===== config.mk =====
export PLATFORM = sky130hd
export DESIGN_NAME = crc_check_statemachine
export DESIGN_NICKNAME = d
export VERILOG_FILES = /design/src/rtl/crc_pkg.sv /design/src/rtl/crc16_serial_divider.sv /design/src/rtl/crc_check_statemachine.sv
export SDC_FILE = /design/constraint.sdc
export NUM_CORES = 1
export LEC_CHECK = 0
export ABC_AREA = 1
export CORE_MARGIN = 1
export CORE_UTILIZATION = 57
export DETAILED_ROUTE_END_ITERATION = 12
export PLACE_DENSITY_LB_ADDON = 0.25
export SYNTH_ARGS = -nofsm -noshare
export SYNTH_HDL_FRONTEND = slang
export SYNTH_HIERARCHICAL = 1
export SYNTH_SLANG_ARGS = --single-unit

===== constraint.sdc =====
create_clock -name CLK -period 4.4 [get_ports CLK]
set_clock_uncertainty 0.15 [all_clocks]
set_input_delay 0.88 -clock CLK [delete_from_list [all_inputs] [get_ports CLK]]
set_output_delay 0.88 -clock CLK [all_outputs]
set_load 0.005 [all_outputs]

===== src/rtl/crc_pkg.sv =====
// Shared CRC-16 definitions for the serial CRC generator and checker state machines.
package crc_pkg;

  typedef enum logic [1:0] {
    IDLE,
    RECV_DATA,
    RECV_CRC,
    CHECK
  } crc_chk_state_t;

  localparam logic [15:0] CRC16_POLY = 16'h1021;
  localparam int unsigned DATA_BITS  = 16;
  localparam int unsigned CRC_BITS   = 16;

endpackage


===== src/rtl/crc16_serial_divider.sv =====
// Bit-serial CRC-16 polynomial divider, MSB-first, zero initial remainder.
module crc16_serial_divider
  import crc_pkg::*;
#(
  parameter logic [15:0] POLY = CRC16_POLY
) (
  input  logic        CLK,
  input  logic        RESET,
  input  logic        CLEAR,
  input  logic        SHIFT_EN,
  input  logic        BIT_IN,
  output logic [15:0] REM
);

  logic [15:0] rem_q;
  logic [15:0] rem_d;

  always_comb begin
    rem_d = rem_q;
    if (CLEAR) begin
      rem_d = '0;
    end else if (SHIFT_EN) begin
      rem_d = {rem_q[14:0], BIT_IN} ^ (rem_q[15] ? POLY : 16'h0000);
    end
  end

  always_ff @(posedge CLK) begin
    if (RESET) begin
      rem_q <= '0;
    end else begin
      rem_q <= rem_d;
    end
  end

  assign REM = rem_q;

endmodule


===== src/rtl/crc_check_statemachine.sv =====
// Serial CRC-16 checker: receives 16 data bits + 16 CRC bits MSB-first and
// reports recovered data, received CRC, division remainder and pass/fail.
module crc_check_statemachine
  import crc_pkg::*;
#(
  parameter logic [15:0] POLY    = CRC16_POLY,
  parameter int unsigned TIMEOUT = 64
) (
  input  logic        CLK,
  input  logic        RESET,
  input  logic        START,
  input  logic        BIT_VALID,
  input  logic        BIT_IN,
  output logic [15:0] DATA_OUT,
  output logic [15:0] RECEIVED_CRC,
  output logic [15:0] REMAINDER,
  output logic        CRC_OK,
  output logic        TIMEOUT_ERR,
  output logic        DONE,
  output logic        BUSY
);

  localparam int unsigned IDLE_W   = (TIMEOUT > 1) ? $clog2(TIMEOUT + 1) : 1;
  localparam logic [4:0]  DATA_LAST = 5'(DATA_BITS - 1);
  localparam logic [4:0]  CRC_LAST  = 5'(CRC_BITS - 1);

  crc_chk_state_t    state_q, state_d;
  logic [4:0]        bit_cnt_q, bit_cnt_d;
  logic [IDLE_W-1:0] idle_cnt_q, idle_cnt_d;
  logic [15:0]       data_sr_q, data_sr_d;
  logic [15:0]       crc_sr_q, crc_sr_d;
  logic [15:0]       data_out_q, data_out_d;
  logic [15:0]       received_crc_q, received_crc_d;
  logic [15:0]       remainder_q, remainder_d;
  logic              crc_ok_q, crc_ok_d;
  logic              timeout_err_q, timeout_err_d;
  logic              done_q, done_d;
  logic              busy_q, busy_d;

  logic              div_clear;
  logic              div_shift;
  logic [15:0]       div_rem;

  crc16_serial_divider #(.POLY(POLY)) u_divider (
    .CLK      (CLK),
    .RESET    (RESET),
    .CLEAR    (div_clear),
    .SHIFT_EN (div_shift),
    .BIT_IN   (BIT_IN),
    .REM      (div_rem)
  );

  // Next-state and next-output logic; START pre-empts whatever frame is in flight.
  always_comb begin
    state_d        = state_q;
    bit_cnt_d      = bit_cnt_q;
    idle_cnt_d     = idle_cnt_q;
    data_sr_d      = data_sr_q;
    crc_sr_d       = crc_sr_q;
    data_out_d     = data_out_q;
    received_crc_d = received_crc_q;
    remainder_d    = remainder_q;
    crc_ok_d       = crc_ok_q;
    timeout_err_d  = timeout_err_q;
    done_d         = 1'b0;
    div_clear      = 1'b0;
    div_shift      = 1'b0;

    if (START) begin
      state_d       = RECV_DATA;
      bit_cnt_d     = '0;
      idle_cnt_d    = '0;
      crc_ok_d      = 1'b0;
      timeout_err_d = 1'b0;
      div_clear     = 1'b1;
    end else begin
      case (state_q)
        IDLE: begin
          state_d = IDLE;
        end
        RECV_DATA, RECV_CRC: begin
          if (BIT_VALID) begin
            idle_cnt_d = '0;
            div_shift  = 1'b1;
            if (state_q == RECV_DATA) begin
              data_sr_d = {data_sr_q[14:0], BIT_IN};
              if (bit_cnt_q == DATA_LAST) begin
                bit_cnt_d = '0;
                state_d   = RECV_CRC;
              end else begin
                bit_cnt_d = bit_cnt_q + 5'd1;
              end
            end else begin
              crc_sr_d = {crc_sr_q[14:0], BIT_IN};
              if (bit_cnt_q == CRC_LAST) begin
                bit_cnt_d = '0;
                state_d   = CHECK;
              end else begin
                bit_cnt_d = bit_cnt_q + 5'd1;
              end
            end
          end else begin
            idle_cnt_d = idle_cnt_q + IDLE_W'(1);
            // Abort keeps the previous frame's data, CRC and remainder visible.
            if ((TIMEOUT != 0) && (idle_cnt_d == IDLE_W'(TIMEOUT))) begin
              state_d       = IDLE;
              bit_cnt_d     = '0;
              idle_cnt_d    = '0;
              done_d        = 1'b1;
              timeout_err_d = 1'b1;
              crc_ok_d      = 1'b0;
            end
          end
        end
        CHECK: begin
          state_d        = IDLE;
          data_out_d     = data_sr_q;
          received_crc_d = crc_sr_q;
          remainder_d    = div_rem;
          crc_ok_d       = (div_rem == 16'h0000);
          timeout_err_d  = 1'b0;
          done_d         = 1'b1;
        end
        default: begin
          state_d = IDLE;
        end
      endcase
    end

    busy_d = (state_d != IDLE);
  end

  always_ff @(posedge CLK) begin
    if (RESET) begin
      state_q        <= IDLE;
      bit_cnt_q      <= '0;
      idle_cnt_q     <= '0;
      data_sr_q      <= '0;
      crc_sr_q       <= '0;
      data_out_q     <= '0;
      received_crc_q <= '0;
      remainder_q    <= '0;
      crc_ok_q       <= 1'b0;
      timeout_err_q  <= 1'b0;
      done_q         <= 1'b0;
      busy_q         <= 1'b0;
    end else begin
      state_q        <= state_d;
      bit_cnt_q      <= bit_cnt_d;
      idle_cnt_q     <= idle_cnt_d;
      data_sr_q      <= data_sr_d;
      crc_sr_q       <= crc_sr_d;
      data_out_q     <= data_out_d;
      received_crc_q <= received_crc_d;
      remainder_q    <= remainder_d;
      crc_ok_q       <= crc_ok_d;
      timeout_err_q  <= timeout_err_d;
      done_q         <= done_d;
      busy_q         <= busy_d;
    end
  end

  assign DATA_OUT     = data_out_q;
  assign RECEIVED_CRC = received_crc_q;
  assign REMAINDER    = remainder_q;
  assign CRC_OK       = crc_ok_q;
  assign TIMEOUT_ERR  = timeout_err_q;
  assign DONE         = done_q;
  assign BUSY         = busy_q;

endmodule


== Word level (Yosys, flattened, before mapping) ==
Cells that the tools add are included.

* Bits in registers: 114
* Latch bits: 0
* Bits in writable memories: 0
* ROM bits: 0
* Input bits: 5
* Output and inout port bits: 52
* Logic and storage cells: 65
* Memories: 0

* $add $sub $neg: 2
* $mul: 0
* Divide/modulo/power cells: 0
* $lt $le $gt $ge: 0
* Equality and inequality tests: 7
* Shift-type cells: 0
* Muxes and demuxes: 26
* Bitwise operators: 3
* Reduce and logical (&&, ||, !) cells: 14

{| class="wikitable"
|+ Operators by type and width
! cell !! number
|-
| $logic_not 16->1 || 1
|-
| $xor 16x16->16 || 1
|-
| $mux 5 || 3
|-
| $mux 7 || 2
|-
| $mux 13 || 1
|-
| $mux 2 || 6
|-
| $mux 1 || 10
|-
| $reduce_and 4->1 || 2
|-
| $reduce_or 2->1 || 4
|-
| $add 7x1->7 const B || 1
|-
| $eq 7x7->1 const B || 1
|-
| $pmux 1 s2 || 3
|-
| $reduce_bool 2->1 || 3
|-
| $add 5x1->5 const B || 1
|-
| $eq 5x4->1 const B || 1
|-
| $eq 2x2->1 const B || 2
|-
| $ne 2x2->1 const B || 2
|-
| $pmux 2 s2 || 1
|-
| $reduce_and 2->1 || 2
|-
| $reduce_and 3->1 || 1
|-
| $eq 2x1->1 const B || 1
|-
| $logic_not 2->1 || 1
|-
| $not 1->1 || 2
|}

== Logic depth before layout (Yosys ltp) ==
* Word-level depth: 7
* Depth in mapped cells: 11
* Depth with buffers taken out: 11

== Modules after synthesis ==
Netlist, hierarchy kept.

{| class="wikitable"
|+ Modules (own cells, without submodules)
! module !! times used !! cells each !! area an instance (um^2) !! sequential area each (um^2)
|-
| crc_check_statemachine || 1 || 475 || 3761.1 || 1961.9
|-
| crc16_serial_divider || 1 || 88 || 679.4 || 320.3
|}

== Worst setup path after synthesis ==
Ideal clock, no wire load.

* Kind: reg2reg
* From: reg state_q[0]
* To: reg crc_ok_q (netlist: CRC_OK)
* Library setup time: 0.110 ns
* Data arrival time: 1.594 ns
* Data required time: 4.140 ns
* Setup slack: 2.546 ns
* Stages on the path, launching flop included: 11
* Buffers on the path: 1
* Clock period less this slack: 1.854 ns
* Cells stage by stage: dfxtp_1 > inv_1 > ha_1 > buf_4 > clkinv_1 > nor2_4 > nand3_4 > o21ai_1 > nand2_1 > inv_1 > nor2_1

* Longest elaborated chain between the ends: 4
* Elaborated cells on any way between the ends: 9
* Classes of those cells: eq/ne: 5; mux: 1; reduce/logical: 3

{| class="wikitable"
|+ Ends and longest elaborated chain
! what !! line !! text
|-
| start, declared || crc_check_statemachine.sv:27 || <nowiki>crc_chk_state_t state_q, state_d;</nowiki>
|-
| start signal, assigned || crc_check_statemachine.sv:148 || <nowiki>state_q <= state_d;</nowiki>
|-
| $eq 2x1->1 / $eq 2x2->1 (equally long branches) || crc_check_statemachine.sv:77 || <nowiki>case (state_q)</nowiki>
|-
| $reduce_or 2->1 || crc_check_statemachine.sv:77 ||
|-
| $ne 2x2->1 (no line) / $reduce_bool 2->1 (equally long branches) || -- ||
|-
| $reduce_and 3->1 (no line) || -- ||
|-
| end signal, assigned || crc_check_statemachine.sv:156 || <nowiki>crc_ok_q <= crc_ok_d;</nowiki>
|-
| end, declared || crc_check_statemachine.sv:35 || <nowiki>logic crc_ok_q, crc_ok_d;</nowiki>
|}

Parallel ways exist; a longest one is shown, timed or not.
A chain may end at the register's enable or synchronous reset.

== Worst setup path in the final report ==
* From: in BIT_VALID
* To: reg data_sr_q[10]

* Longest elaborated chain between the ends: 1

{| class="wikitable"
|+ Ends and longest elaborated chain
! what !! line !! text
|-
| start, declared || crc_check_statemachine.sv:12 || <nowiki>input logic BIT_VALID,</nowiki>
|-
| $reduce_and 4->1 (no line) || -- ||
|-
| end signal, assigned || crc_check_statemachine.sv:151 || <nowiki>data_sr_q <= data_sr_d;</nowiki>
|-
| end, declared || crc_check_statemachine.sv:30 || <nowiki>logic [15:0] data_sr_q, data_sr_d;</nowiki>
|}

No other way between the ends.

==> summary.txt <==
Yosys
  – Post-Synth Adder-Cell Area: 0.0169
  – Cells after Synth: 563
  – Post-Synth XOR/XNOR Area: 0.00197
  – Simple-Gate Fraction of Synth Area: 0.201
  – Main combinational cell family by area after synthesis: simple AND/OR/NAND/NOR gates
  – Synth Area in Compound Gates: 0.188
  – Mapped Area: 4440 µm²
  – Seq/Total Area, Yosys: 0.514
  – Synth Register Bits: 114
  – Ys flop type: dfxtp_1
  – Number of flops mapped to enable cells by yosys: 0
  – Avg Cell Area, Syn: 7.89 µm²
  – Mapped Nets: 574
  – YS warnings: 6
  – Yosys cell types: 35
  – Post-synthesis mux area share: 0
  – Async set-reset flop share out of synthesis: 0

Global routing
  – Initial antenna violation count: 0
  – Total GRT Usage: 0.247
  – Total grt overflow: 0
  – First-pass GRT wire length: 16.2 mm
  – Largest net degree at the start of global routing: 82
  – Vias in the first global route: 3544

Place
  – Placed Cells: 693
  – GP Congestion: 0.846
  – Post-detail-place hpwl: 5.71 mm
  – Port Buffers: 56

STA
  – WHS: 322 ps
  – Final Hold Fails: 0
  – Fmax achieved: 378 MHz
  – Tcrit/Tclk final: 0.602
  – Fin. max-slew vios: 0
  – Minimum clock period: 2650 ps
  – Setup violators final: 0
  – Slew HR: 0.359
  – Worst-margin pin slew: 958 ps
  – RSZ-0062 raised after global routing: false
  – Setup TNS: 0 ps

Floorplanning
  – Chip width: 90.3 µm
  – Io pins: 57
  – Vert. Die Dim: 90.3 µm
  – Die area: 8150 µm²
  – Site row count: 31
  – Starting Density: 0.599
  – Core Footprint: 7410 µm²

Clocking
  – Clock Tree Root: clkbuf_8
  – # Post-CTS Setup Buffers: 0
  – Post_cts resized: 0
  – CTS sink count: 114
  – Clock Tree Buf Depth: 2
  – CTS H-Tree Depth: 4
  – CTS tree: yes
  – Clock-pin slew of the registers on the worst-case setup and hold paths: 60 ps
  – Worst skew pair latency: 510 ps
  – TritonCTS buffer count: 17
  – Hold_buf cts: 0

Final layout
  – Area of the multi-input gates: 1820 µm²
  – Diodes inserted: 0
  – Sequential cell area: 2280 µm²
  – Share of layout cells above drive strength 1: 0.0990
  – Synthesis-to-finish area growth: 25.3%
  – Layout net count: 624
  – FILL cells: 546
  – Layout Cells excl Fill: 725

Detailed routing
  – DR iter-0 viols: 172
  – First-pass DRT Iterations: 5
  – Total Wirelength: 9.60 mm
  – DR vias/cell: 5.30
  – Antenna Violating Nets Remaining: 0
  – Vias: 3845
  – Routed length per instance: 13.2 µm
  – Residual DRC: 0

Pwr
  – Internal power: 1850 µW
  – Pleak: 0.00228 µW
  – Switching Fraction: 0.230
  – Power Density: 432 nW/µm²
  – Sw Pwr: 552 µW
  – VDD IR max: 0.282 mV
  – Combinational power share: 0.027
  – Flop pwr share: 0.439
  – Clock group share of total power: 0.534

Setup path
  – Crit Path Class: input port to flop
  – CP Capture Type: flop
  – Arrival time worst endpoint: 2860 ps
  – CP required: 4610 ps
  – Startpoint types: input port
  – Crit Path Max Fanout: 32

Run
  – Max-cap violations: 0

Hold path
  – Hold Path Class: flop to flop

Outcome
  – Status: complete, no violations
[through the flow]
| stage | cell area [µm²] | util | power [µW] | worst slack [ps] |
|---|---|---|---|---|
| floorplan | 4440 | - | 1120 | 2550 |
| global placement | 5000 | 0.674 | 1140 | 1380 |
| detailed placement | 5000 | 0.674 | 1140 | 1310 |
| CTS | 5560 | 0.751 | 2410 | 1750 |
| global route | 5560 | 0.751 | 2490 | 1530 |
| finish | 5560 | 0.751 | 2400 | 1750 |
[sequential cells by signal, indices dropped and copies added, names as in the netlist]
signal	flops
BUSY	1
CRC_OK	1
DATA_OUT	16
DONE	1
RECEIVED_CRC	16
REMAINDER	16
TIMEOUT_ERR	1
bit_cnt_q	5
crc_sr_q	16
data_sr_q	16
idle_cnt_q	7
state_q	2
u_divider/REM	16
[power by group through the flow]
stage               combinational [µW]  clock [µW]  sequential [µW]
finish                            65.1        1280             1050
global route                      74.0        1360             1050
CTS                               65.3        1290             1050
detailed placement                63.9           0             1070
global placement                  62.3           0             1070
floorplan                         49.7           0             1070
[area by class of cell]
cell class	count	area share
clock buffer	19	0.0794
clock inverter	13	0.0227
inverter	50	0.0342
multi-input combinational	371	0.327
sequential	114	0.410
tap	99	0.0223
timing repair buffer	59	0.105
[cell usage after synthesis (4+ instances only)]
cell type	n	area [µm²]
nand3_1	17	85.1
clkbuf_1	17	63.8
ha_1	6	75.1
a21oi_2	10	87.6
a21oi_1	51	255
nand2_1	64	240
o21ai_0	86	430
dfxtp_1	114	2280
inv_1	47	176
nor2_1	110	413
nor3_1	4	20.0
[per-layer routing]
metal,global-route usage,share of wire,up-vias
met3,0.0631,0.049,14
met1,0.310,0.45,1792
li1,-,-,1937
met5,0,0,-
met2,0.403,0.49,102
met4,0.105,0.016,0
[worst max-delay path: stages]
cell             delay [ps]
clkdlybuf4s50_1         680
nand3_1                 750
o21ai_0                 460
a21oi_1                  80
[cells in the final DEF (no fill, tap or decap)]
master,synthesis,final
nor3_1,4,4
nand2_2,3,3
nor3_4,1,1
nand3_1,17,17
clkbuf_16,0,16
dfxtp_1,114,114
buf_4,2,3
bufinv_16,0,1
a21oi_1,51,51
inv_4,1,1
nor2_1,110,109
clkdlybuf4s50_1,0,56
a21oi_2,10,10
ha_1,6,6
nand3_2,1,1
clkinvlp_4,0,4
clkinv_1,1,1
nor4_1,2,2
inv_6,0,4
o21ai_0,86,86
clkinv_4,0,3
o21bai_2,1,1
o2111ai_1,1,1
o211ai_2,1,1
a211oi_2,1,1
nand2_4,1,1
o21ai_1,3,3
clkbuf_8,0,3
inv_1,47,47
clkinv_2,0,1
nor2_4,2,3
nand3_4,1,1
xnor2_1,1,1
nor2_2,2,2
nand4_1,2,2
nand2_1,64,64
inv_2,1,1
[cells by family after synthesis]
logic type / Yosys count
adders and majority gates: 6
AOI/OAI and AO/OA: 154
xor gates and xnor gates: 1
and+or+nand+nor: 210
buffers and inverters: 78
DFF: 114
[worst paths after layout]
path,slack (ps),end,from,cells after the start
worst max-delay path,1750,data_sr_q[10]$_SDFFE_PP0P_,BIT_VALID,4
worst min-delay path,320,DATA_OUT[9]$_SDFFE_PP0P_,data_sr_q[9]$_SDFFE_PP0P_,2
worst max register to register,1930,u_divider/REM[13]$_SDFFE_PP0P_,state_q[0]$_SDFF_PP0_,8
worst min register to register,320,DATA_OUT[9]$_SDFFE_PP0P_,data_sr_q[9]$_SDFFE_PP0P_,2
Note: power is estimated with default switching activity, not from simulation.
